==> src/rtl/lcd_value_display_if.sv <==
`timescale 1ns/1ps
`default_nettype none
// ============================================================================
// Module   : lcd_value_display_if
// Purpose  : Value/title request and LCD text-sender handshake bundle.
// Revision : 1.0
// ============================================================================
interface lcd_value_display_if #(
    parameter int LINE_LENGTH = 16,
    parameter int VALUE_WIDTH = 16
);
    logic [VALUE_WIDTH-1:0]   value;
    logic [8*LINE_LENGTH-1:0] title;
    logic                     update;
    logic                     sendingDone;
    logic [8*LINE_LENGTH:1]   line1;
    logic [8*LINE_LENGTH:1]   line2;
    logic                     sendText;
    logic                     busy;

    // Upstream producer plus text sender side.
    modport master (
        output value, title, update, sendingDone,
        input  line1, line2, sendText, busy
    );

    // Display formatter side.
    modport slave (
        input  value, title, update, sendingDone,
        output line1, line2, sendText, busy
    );
endinterface
`default_nettype wire

==> src/rtl/lcd_value_display.sv <==
`timescale 1ns/1ps
`default_nettype none
// ============================================================================
// Module   : lcd_value_display
// Purpose  : Converts a binary value to decimal, formats two LCD text lines
//            and hands them to the text sender, coalescing later updates.
// Revision : 1.0
// ============================================================================
module lcd_value_display #(
    parameter int LINE_LENGTH = 16,
    parameter int VALUE_WIDTH = 16,
    parameter int DIGITS      = 5
) (
    input  wire logic          CLK,
    input  wire logic          RESET,
    lcd_value_display_if.slave bus
);
    localparam int CW = $clog2(VALUE_WIDTH + 1);
    localparam int LW = 8 * LINE_LENGTH;
    localparam int BW = 4 * DIGITS;

    typedef enum logic [2:0] {
        S_IDLE      = 3'd0,
        S_CONVERT   = 3'd1,
        S_FORMAT    = 3'd2,
        S_SEND      = 3'd3,
        S_WAIT_DONE = 3'd4
    } state_t;

    state_t                 state_q;
    logic [VALUE_WIDTH-1:0] shift_q;
    logic [BW-1:0]          bcd_q;
    logic [CW-1:0]          bit_cnt_q;
    logic [LW-1:0]          title_q;
    logic [VALUE_WIDTH-1:0] pend_value_q;
    logic [LW-1:0]          pend_title_q;
    logic                   pending_q;
    logic [LW:1]            line1_q;
    logic [LW:1]            line2_q;
    logic                   send_q;

    logic [BW-1:0]          bcd_adj;
    logic [BW-1:0]          bcd_d;
    logic [VALUE_WIDTH-1:0] shift_d;
    logic [LW:1]            line2_d;
    logic [VALUE_WIDTH-1:0] load_value_d;
    logic [LW-1:0]          load_title_d;
    logic                   shown;
    logic [3:0]             digit;

    // One double-dabble step: add 3 to every nibble >= 5, then shift left.
    always_comb begin
        bcd_adj = bcd_q;
        for (int i = 0; i < DIGITS; i++) begin
            if (bcd_q[4*i +: 4] >= 4'd5) begin
                bcd_adj[4*i +: 4] = bcd_q[4*i +: 4] + 4'd3;
            end
        end
        {bcd_d, shift_d} = {bcd_adj, shift_q} << 1;
    end

    // Right-aligned digits, leading zeros blanked except the units digit.
    always_comb begin
        line2_d = {LINE_LENGTH{8'h20}};
        shown   = 1'b0;
        digit   = 4'd0;
        for (int i = DIGITS - 1; i >= 0; i--) begin
            digit = bcd_q[4*i +: 4];
            if (digit != 4'd0 || i == 0) begin
                shown = 1'b1;
            end
            if (shown) begin
                line2_d[8*(i+1) -: 8] = 8'h30 + {4'h0, digit};
            end
        end
    end

    // A restart from WAIT_DONE uses a coincident update in preference to the stored one.
    always_comb begin
        if (state_q == S_WAIT_DONE && !bus.update) begin
            load_value_d = pend_value_q;
            load_title_d = pend_title_q;
        end else begin
            load_value_d = bus.value;
            load_title_d = bus.title;
        end
    end

    always_ff @(posedge CLK) begin
        if (RESET) begin
            state_q      <= S_IDLE;
            shift_q      <= '0;
            bcd_q        <= '0;
            bit_cnt_q    <= '0;
            title_q      <= '0;
            pend_value_q <= '0;
            pend_title_q <= '0;
            pending_q    <= 1'b0;
            line1_q      <= {LINE_LENGTH{8'h20}};
            line2_q      <= {LINE_LENGTH{8'h20}};
            send_q       <= 1'b0;
        end else begin
            send_q <= 1'b0;
            if (bus.update && state_q != S_IDLE) begin
                pend_value_q <= bus.value;
                pend_title_q <= bus.title;
                pending_q    <= 1'b1;
            end
            case (state_q)
                S_IDLE: begin
                    if (bus.update) begin
                        shift_q   <= load_value_d;
                        title_q   <= load_title_d;
                        bcd_q     <= '0;
                        bit_cnt_q <= '0;
                        state_q   <= S_CONVERT;
                    end
                end
                S_CONVERT: begin
                    bcd_q     <= bcd_d;
                    shift_q   <= shift_d;
                    bit_cnt_q <= bit_cnt_q + 1'b1;
                    if (bit_cnt_q == CW'(VALUE_WIDTH - 1)) begin
                        state_q <= S_FORMAT;
                    end
                end
                S_FORMAT: begin
                    line1_q <= title_q;
                    line2_q <= line2_d;
                    send_q  <= 1'b1;
                    state_q <= S_SEND;
                end
                S_SEND: begin
                    state_q <= S_WAIT_DONE;
                end
                S_WAIT_DONE: begin
                    if (bus.sendingDone) begin
                        if (pending_q || bus.update) begin
                            shift_q   <= load_value_d;
                            title_q   <= load_title_d;
                            bcd_q     <= '0;
                            bit_cnt_q <= '0;
                            pending_q <= 1'b0;
                            state_q   <= S_CONVERT;
                        end else begin
                            state_q <= S_IDLE;
                        end
                    end
                end
                default: begin
                    state_q <= S_IDLE;
                end
            endcase
        end
    end

    assign bus.line1    = line1_q;
    assign bus.line2    = line2_q;
    assign bus.sendText = send_q;
    assign bus.busy     = (state_q != S_IDLE);

endmodule
`default_nettype wire
==> src/flat_wrapper.sv <==
// flat-port wrapper written by rule: the top's interface ports become plain ports
module lcd_value_display_flat 
#(
    parameter int LINE_LENGTH = 16,
    parameter int VALUE_WIDTH = 16,
    parameter int DIGITS      = 5
)
  (CLK, RESET, bus_value, bus_title, bus_update, bus_sendingDone, bus_line1, bus_line2, bus_sendText, bus_busy);
  lcd_value_display_if #(.LINE_LENGTH(LINE_LENGTH), .VALUE_WIDTH(VALUE_WIDTH)) bus_i ();
  input  wire logic CLK;
  input  wire logic RESET;
  input wire logic [$bits(bus_i.value)-1:0] bus_value;
  input wire logic [$bits(bus_i.title)-1:0] bus_title;
  input wire logic [$bits(bus_i.update)-1:0] bus_update;
  input wire logic [$bits(bus_i.sendingDone)-1:0] bus_sendingDone;
  output wire logic [$bits(bus_i.line1)-1:0] bus_line1;
  output wire logic [$bits(bus_i.line2)-1:0] bus_line2;
  output wire logic [$bits(bus_i.sendText)-1:0] bus_sendText;
  output wire logic [$bits(bus_i.busy)-1:0] bus_busy;
  assign bus_i.value = bus_value;
  assign bus_i.title = bus_title;
  assign bus_i.update = bus_update;
  assign bus_i.sendingDone = bus_sendingDone;
  assign bus_line1 = bus_i.line1;
  assign bus_line2 = bus_i.line2;
  assign bus_sendText = bus_i.sendText;
  assign bus_busy = bus_i.busy;
  lcd_value_display #(.LINE_LENGTH(LINE_LENGTH), .VALUE_WIDTH(VALUE_WIDTH), .DIGITS(DIGITS)) u_core (.CLK(CLK), .RESET(RESET), .bus(bus_i));
endmodule
==> config.mk <==
export PLATFORM = sky130hd
export DESIGN_NAME = lcd_value_display_flat
export DESIGN_NICKNAME = d
export VERILOG_FILES = /design/src/rtl/lcd_value_display_if.sv /design/src/rtl/lcd_value_display.sv /design/src/flat_wrapper.sv
export SDC_FILE = /design/constraint.sdc
export NUM_CORES = 1
export LEC_CHECK = 0
export CAP_MARGIN = 10
export CORE_MARGIN = 2
export CORE_UTILIZATION = 45
export DETAILED_ROUTE_END_ITERATION = 16
export PLACE_DENSITY = 0.71
export SLEW_MARGIN = 10
export SYNTH_ARGS = -nofsm -noshare
export SYNTH_HDL_FRONTEND = slang
export SYNTH_SLANG_ARGS = --single-unit
==> constraint.sdc <==
create_clock -name CLK -period 2.1 [get_ports CLK]
set_clock_uncertainty 0.15 [all_clocks]
set_input_delay 0.525 -clock CLK [delete_from_list [all_inputs] [get_ports CLK]]
set_output_delay 0.525 -clock CLK [all_outputs]
set_load 0.05 [all_outputs]
Word level (Yosys, flattened, before mapping) --
Index checks and enable logic that the tools add are counted. Widths: inputs -> output; s select.
Operators by class: equality and inequality tests 9, order comparisons 5, mux-type cells 41, reduce and logical (&&, ||, !) cells 15, add/subtract/negate cells 11
Operator list (number):
- $mux 128 | 4
- $pmux 128 s2 | 1
- $mux 16 | 4
- $mux 20 | 3
- $pmux 20 s3 | 1
- $pmux 16 s3 | 1
- $add 6x4->7 const A | 5
- $mux 8 | 4
- $ge 4x3->1 const B | 5
- $add 4x2->4 const B | 4
- $mux 4 | 4
- $reduce_bool 4->1 | 4
- $mux 5 | 3
- $pmux 3 s5 | 1
- $pmux 5 s3 | 1
- $mux 3 | 4
- $mux 1 | 10
- $reduce_and 4->1 | 2
- $eq 3x2->1 const B | 2
- $ne 2x2->1 const B | 3
- $reduce_bool 3->1 | 2
- $add 5x1->5 const B | 1
- $eq 5x4->1 const B | 1
- $add 3x2->3 const B | 1
- other kinds (9) | 10
Word-level totals: word-level logic and storage cells 92, bits in registers 486, output and inout bits 258

Depth between registers and ports, before layout --
word-level depth 6, mapped depth 8, gate-level depth less buffers 6

Worst setup path before layout --
Ideal clock, no wire load.
path type register -> register, start reg u_core.state_q[2], end reg u_core.pend_title_q[100], setup slack -0.013 ns, arrival time 1.831 ns, period minus slack after synthesis 2.113 ns, stages on the path, launching flop included 9, library setup time 0.132 ns, data required time 1.818 ns, cell sequence dfxtp_1 -> buf_4 -> or3_1 -> and2_1 -> buf_2 -> buf_6 -> buf_6 -> nand2_1 -> a21oi_1
Between the ends: longest elaborated chain between the ends 2
Ends and longest elaborated chain:
- start, declared | line lcd_value_display.sv:30 | state_t state_q;
- start signal, assigned | line lcd_value_display.sv:91 | state_q <= S_IDLE;
- start signal, assigned | line lcd_value_display.sv:116 | state_q <= S_CONVERT;
- start signal, assigned | line lcd_value_display.sv:124 | state_q <= S_FORMAT;
- $reduce_bool 3->1
- via bus_busy | line flat_wrapper.sv:19 | output wire logic [$bits(bus_i.busy)-1:0] bus_busy;
- $logic_and 1x1->1 | line lcd_value_display.sv:104 | if (bus.update && state_q != S_IDLE) begin
- end signal, assigned | line lcd_value_display.sv:106 | pend_title_q <= bus.title;
- end, declared | line lcd_value_display.sv:36 | logic [LW-1:0] pend_title_q;
The timed path passes the listed nets, and every way through them passes these cells. A chain may end at the register's enable or synchronous reset.

Final worst setup path --
start reg u_core.state_q[0], end out bus_busy
Between the ends: longest elaborated chain between the ends 1
Ends and longest elaborated chain:
- $reduce_bool 3->1 | line lcd_value_display.sv:160 | assign bus.busy = (state_q != S_IDLE);
- end, declared | line flat_wrapper.sv:19
No other way between the ends.

==> summary.txt <==
Finish
  – FF/Latch Area: 9440 um2
  – Multi-input logic area: 9030 um2
  – Final nets: 2755
  – Synth-to-Final Area Change: 27.0%
  – Commonest non-fill, non-tap cell in the layout: nand2_1
  – ANT cells: 0
  – Share of cells above drive strength 1: 18.6%
  – Commonest cells after routing, fill and taps aside: 592 x nand2_1, 468 x dfxtp_1, 303 x a21oi_1, 230 x buf_4, 183 x nor2_1
  – Fillers: 3736
  – Fin cells: 3213

Setup path
  – R2R Path Start: u_core.bcd_q[16]
  – CP arrival: 1500 ps
  – Crit-path cells: or3_4 -> buf_12
  – Flop2flop setup slack: 90 ps
  – Largest fanout on the critical path: 2
  – CP Capture Type: primary output
  – Required time worst endpoint: 1420 ps
  – R2r worst-path depth: 6
  – Slowest-stage cell, CP: or3_4
  – R2r endpoint: u_core.bus.line2[10]
  – Largest stage delay on the critical path: 420 ps
  – Worst setup path category: reg -> out
  – CP top delay family: simple AND/OR/NAND/NOR gates
  – CP Launch Type: register
  – CP Buf/Inv Count: 1

Die
  – Initial Util: 45.8%
  – Die area: 45700 um2
  – Die span in y: 214 um
  – Die X-Extent: 214 um
  – # rows: 76
  – I/O Pins: 406
  – Core Area: 43300 um2

Global routing
  – Total track usage: 22.5%
  – Number of global-route vias before repair: 15915
  – Largest net degree at the start of global routing: 111
  – First-pass GRT wire length: 82400 um
  – Antenna violations before repair: 0
  – Congestion Overflow GR: 0

Place
  – # placed instances: 3121
  – Pre-CTS WS: -415 ps
  – RD Place Congestion: 0.845
  – Post-DP HPWL: 36400 um
  – # port buffers: 302

Synth
  – Post-synth ARST share: 0%
  – Synth Register Bits: 471
  – Mean Syn Cell Area: 8.62 um2
  – Post-synth EDFFs: 0
  – Synthesized area: 19800 um2
  – Ys flop type: dfxtp_1
  – Ys Warns: 0
  – Count of cell types in the netlist: 52
  – Post-synthesis sequential area ratio: 47.6%
  – Cells after synthesis: 2297

STA
  – Setup TNS: -72.8 ps
  – Max Fclk: 460 MHz
  – Hold Vio Cnt, Final: 0
  – Worst-Margin Slew: 628 ps
  – Setup violators final: 1
  – Max-slew headroom: 58.1%
  – Final Max Slew Viols: 0
  – RSZ-0062 raised after global routing: yes
  – Final worst slack: -72.8 ps
  – Tcrit/Tclk final: 103%
  – Post-layout min period: 2170 ps

Run status
  – Failing checks: setup timing
  – Status: finished, violations left

CTS
  – H-Tree Depth: 2
  – CTS buffer count: 51
  – Sink Count: 471
  – Hold buffers post-CTS: 0
  – Worst-skew pair later-pin latency: 570 ps
  – Clk slew on worst S/H paths: 60 ps
  – CTS max path bufs: 3
  – Clock Tree Root: clkbuf_16
  – CTS tree: done

Pwr
  – Peak VDD IR: 0.602 mV
  – Leakage: 9.26 nW
  – Power Dens Cells: 831 nW/um2

Routing
  – # DRC: 0
  – Drt initial violations: 1130
  – Post-route ant nets: 0
  – Total Wirelength: 52800 um
  – Vias/cell: 5.11
  – Wire length per cell: 16.4 um
  – Vias: 16429
  – Initial DRT Pass Iterations: 8

Min path
  – Hold Path Class: in -> reg
  – HP Start: RESET
  – Hold Path Depth: 2
  – WHS Endpoint: u_core.bcd_q[12]

Run
  – Max-cap violations: 0
## layout make-up
class / count / area share, %
Clock buffer: 77 / 6.35
Clock inverter: 12 / 0.587
Inverter: 18 / 0.269
Multi-Input combinational cell: 1626 / 35.9
Sequential cell: 471 / 37.5
Tap cell: 585 / 2.91
Timing Repair Buffer: 424 / 16.5
## power by group
part	internal [mW]	switching (mW)	total [mW]
Clock	5.58	3.63	9.21
Sequential	9.29	0.184	9.47
Combinational	0.868	1.35	2.22
## worst max-delay path by stage
stage,startpoint,endpoint,cells after the start
floorplan,u_core.bcd_q[16],u_core.bus.line2[10],6
global placement,bus_update,u_core.title_q[111],7
detailed placement,bus_update,u_core.shift_q[8],8
CTS,u_core.state_q[1],bus_busy,2
global route,u_core.state_q[0],bus_busy,2
finish,u_core.state_q[0],bus_busy,2
## metrics by stage
step                util (%)  hold WS, ps  cell area (um2)  total power [mW]
detailed placement      54.0          294            23400              11.9
global placement        54.0          288            23400              11.8
CTS                     58.1         56.7            25100              21.1
floorplan                  -          282            20200              11.2
global route            58.1         72.7            25200              21.7
finish                  58.1         92.3            25200              20.9
## cells by family (layout without fill, tap and decap cells)
| kind of cell | Yosys count | after routing | synth area share, % |
|---|---|---|---|
| compound gates | 508 | 508 | 18.1 |
| xor+xnor | 6 | 6 | 0.265 |
| fa+ha+maj | 15 | 15 | 0.947 |
| buf+inv | 301 | 531 | 8.93 |
| flops | 471 | 471 | 47.6 |
| mux | 136 | 136 | 6.91 |
| other cells | 2 | 103 | 0.0379 |
| simple gates | 858 | 858 | 17.2 |
## synth_stat cells (4+ instances only)
master / number / area share, %
buf_1: 14 / 0.27
nor2_1: 183 / 3.5
o22ai_1: 15 / 0.47
nor3_1: 25 / 0.63
dfxtp_1: 471 / 48
a211oi_2: 91 / 5.7
o32ai_1: 13 / 0.57
a22oi_1: 5 / 0.19
nand2b_1: 4 / 0.13
nand3_1: 28 / 0.71
a21oi_1: 303 / 7.7
clkbuf_1: 76 / 1.4
buf_2: 61 / 1.5
o21ai_0: 19 / 0.48
ha_1: 15 / 0.95
inv_1: 17 / 0.32
and2_1: 4 / 0.13
mux2_2: 6 / 0.34
xnor2_1: 5 / 0.22
a211oi_1: 38 / 1.4
o32ai_2: 10 / 0.82
nand2_1: 592 / 11
mux2i_1: 130 / 6.6
buf_6: 18 / 1.0
or3_1: 4 / 0.13
buf_4: 114 / 4.3
## sequential cells by signal, indices dropped and copies added (netlist names)
name,count
u_core.bus.line1,128
u_core.bus.sendText,1
u_core.pend_value_q,16
u_core.state_q,3
u_core.pending_q,1
u_core.bit_cnt_q,5
u_core.shift_q,16
u_core.bcd_q,20
u_core.pend_title_q,128
u_core.bus.line2,25
u_core.title_q,128
## layer usage
layer  global-route usage, %  share of wire [%]  wire length (um)  vias to the layer above
li1                        -                  -                 -                     8117
met1                    27.9                 42             22400                     7768
met2                    37.7                 47             24900                      458
met3                    6.63                7.8              4140                       86
met4                    6.73                2.6              1350                        0
met5                       0                  0                 0                        -
## worst reg2reg max path, delay by kind of cell, from the launching register on
| family | cells | cell delay [ps] |
|---|---|---|
| flip-flops | 1 | 340 |
| adder cells (fa/ha/maj) | 1 | 210 |
| buffers and inverters | 1 | 100 |
| AND/OR/NAND/NOR | 2 | 460 |
| AO/OA/AOI/OAI | 2 | 640 |
## repair_timing
item                                    CTS  global route
endpoints found under the setup margin    1            25
pin swaps                                 1             1
buffers inserted                          3             0
resized for setup                         4             3
(Power assumes the default switching activity.)
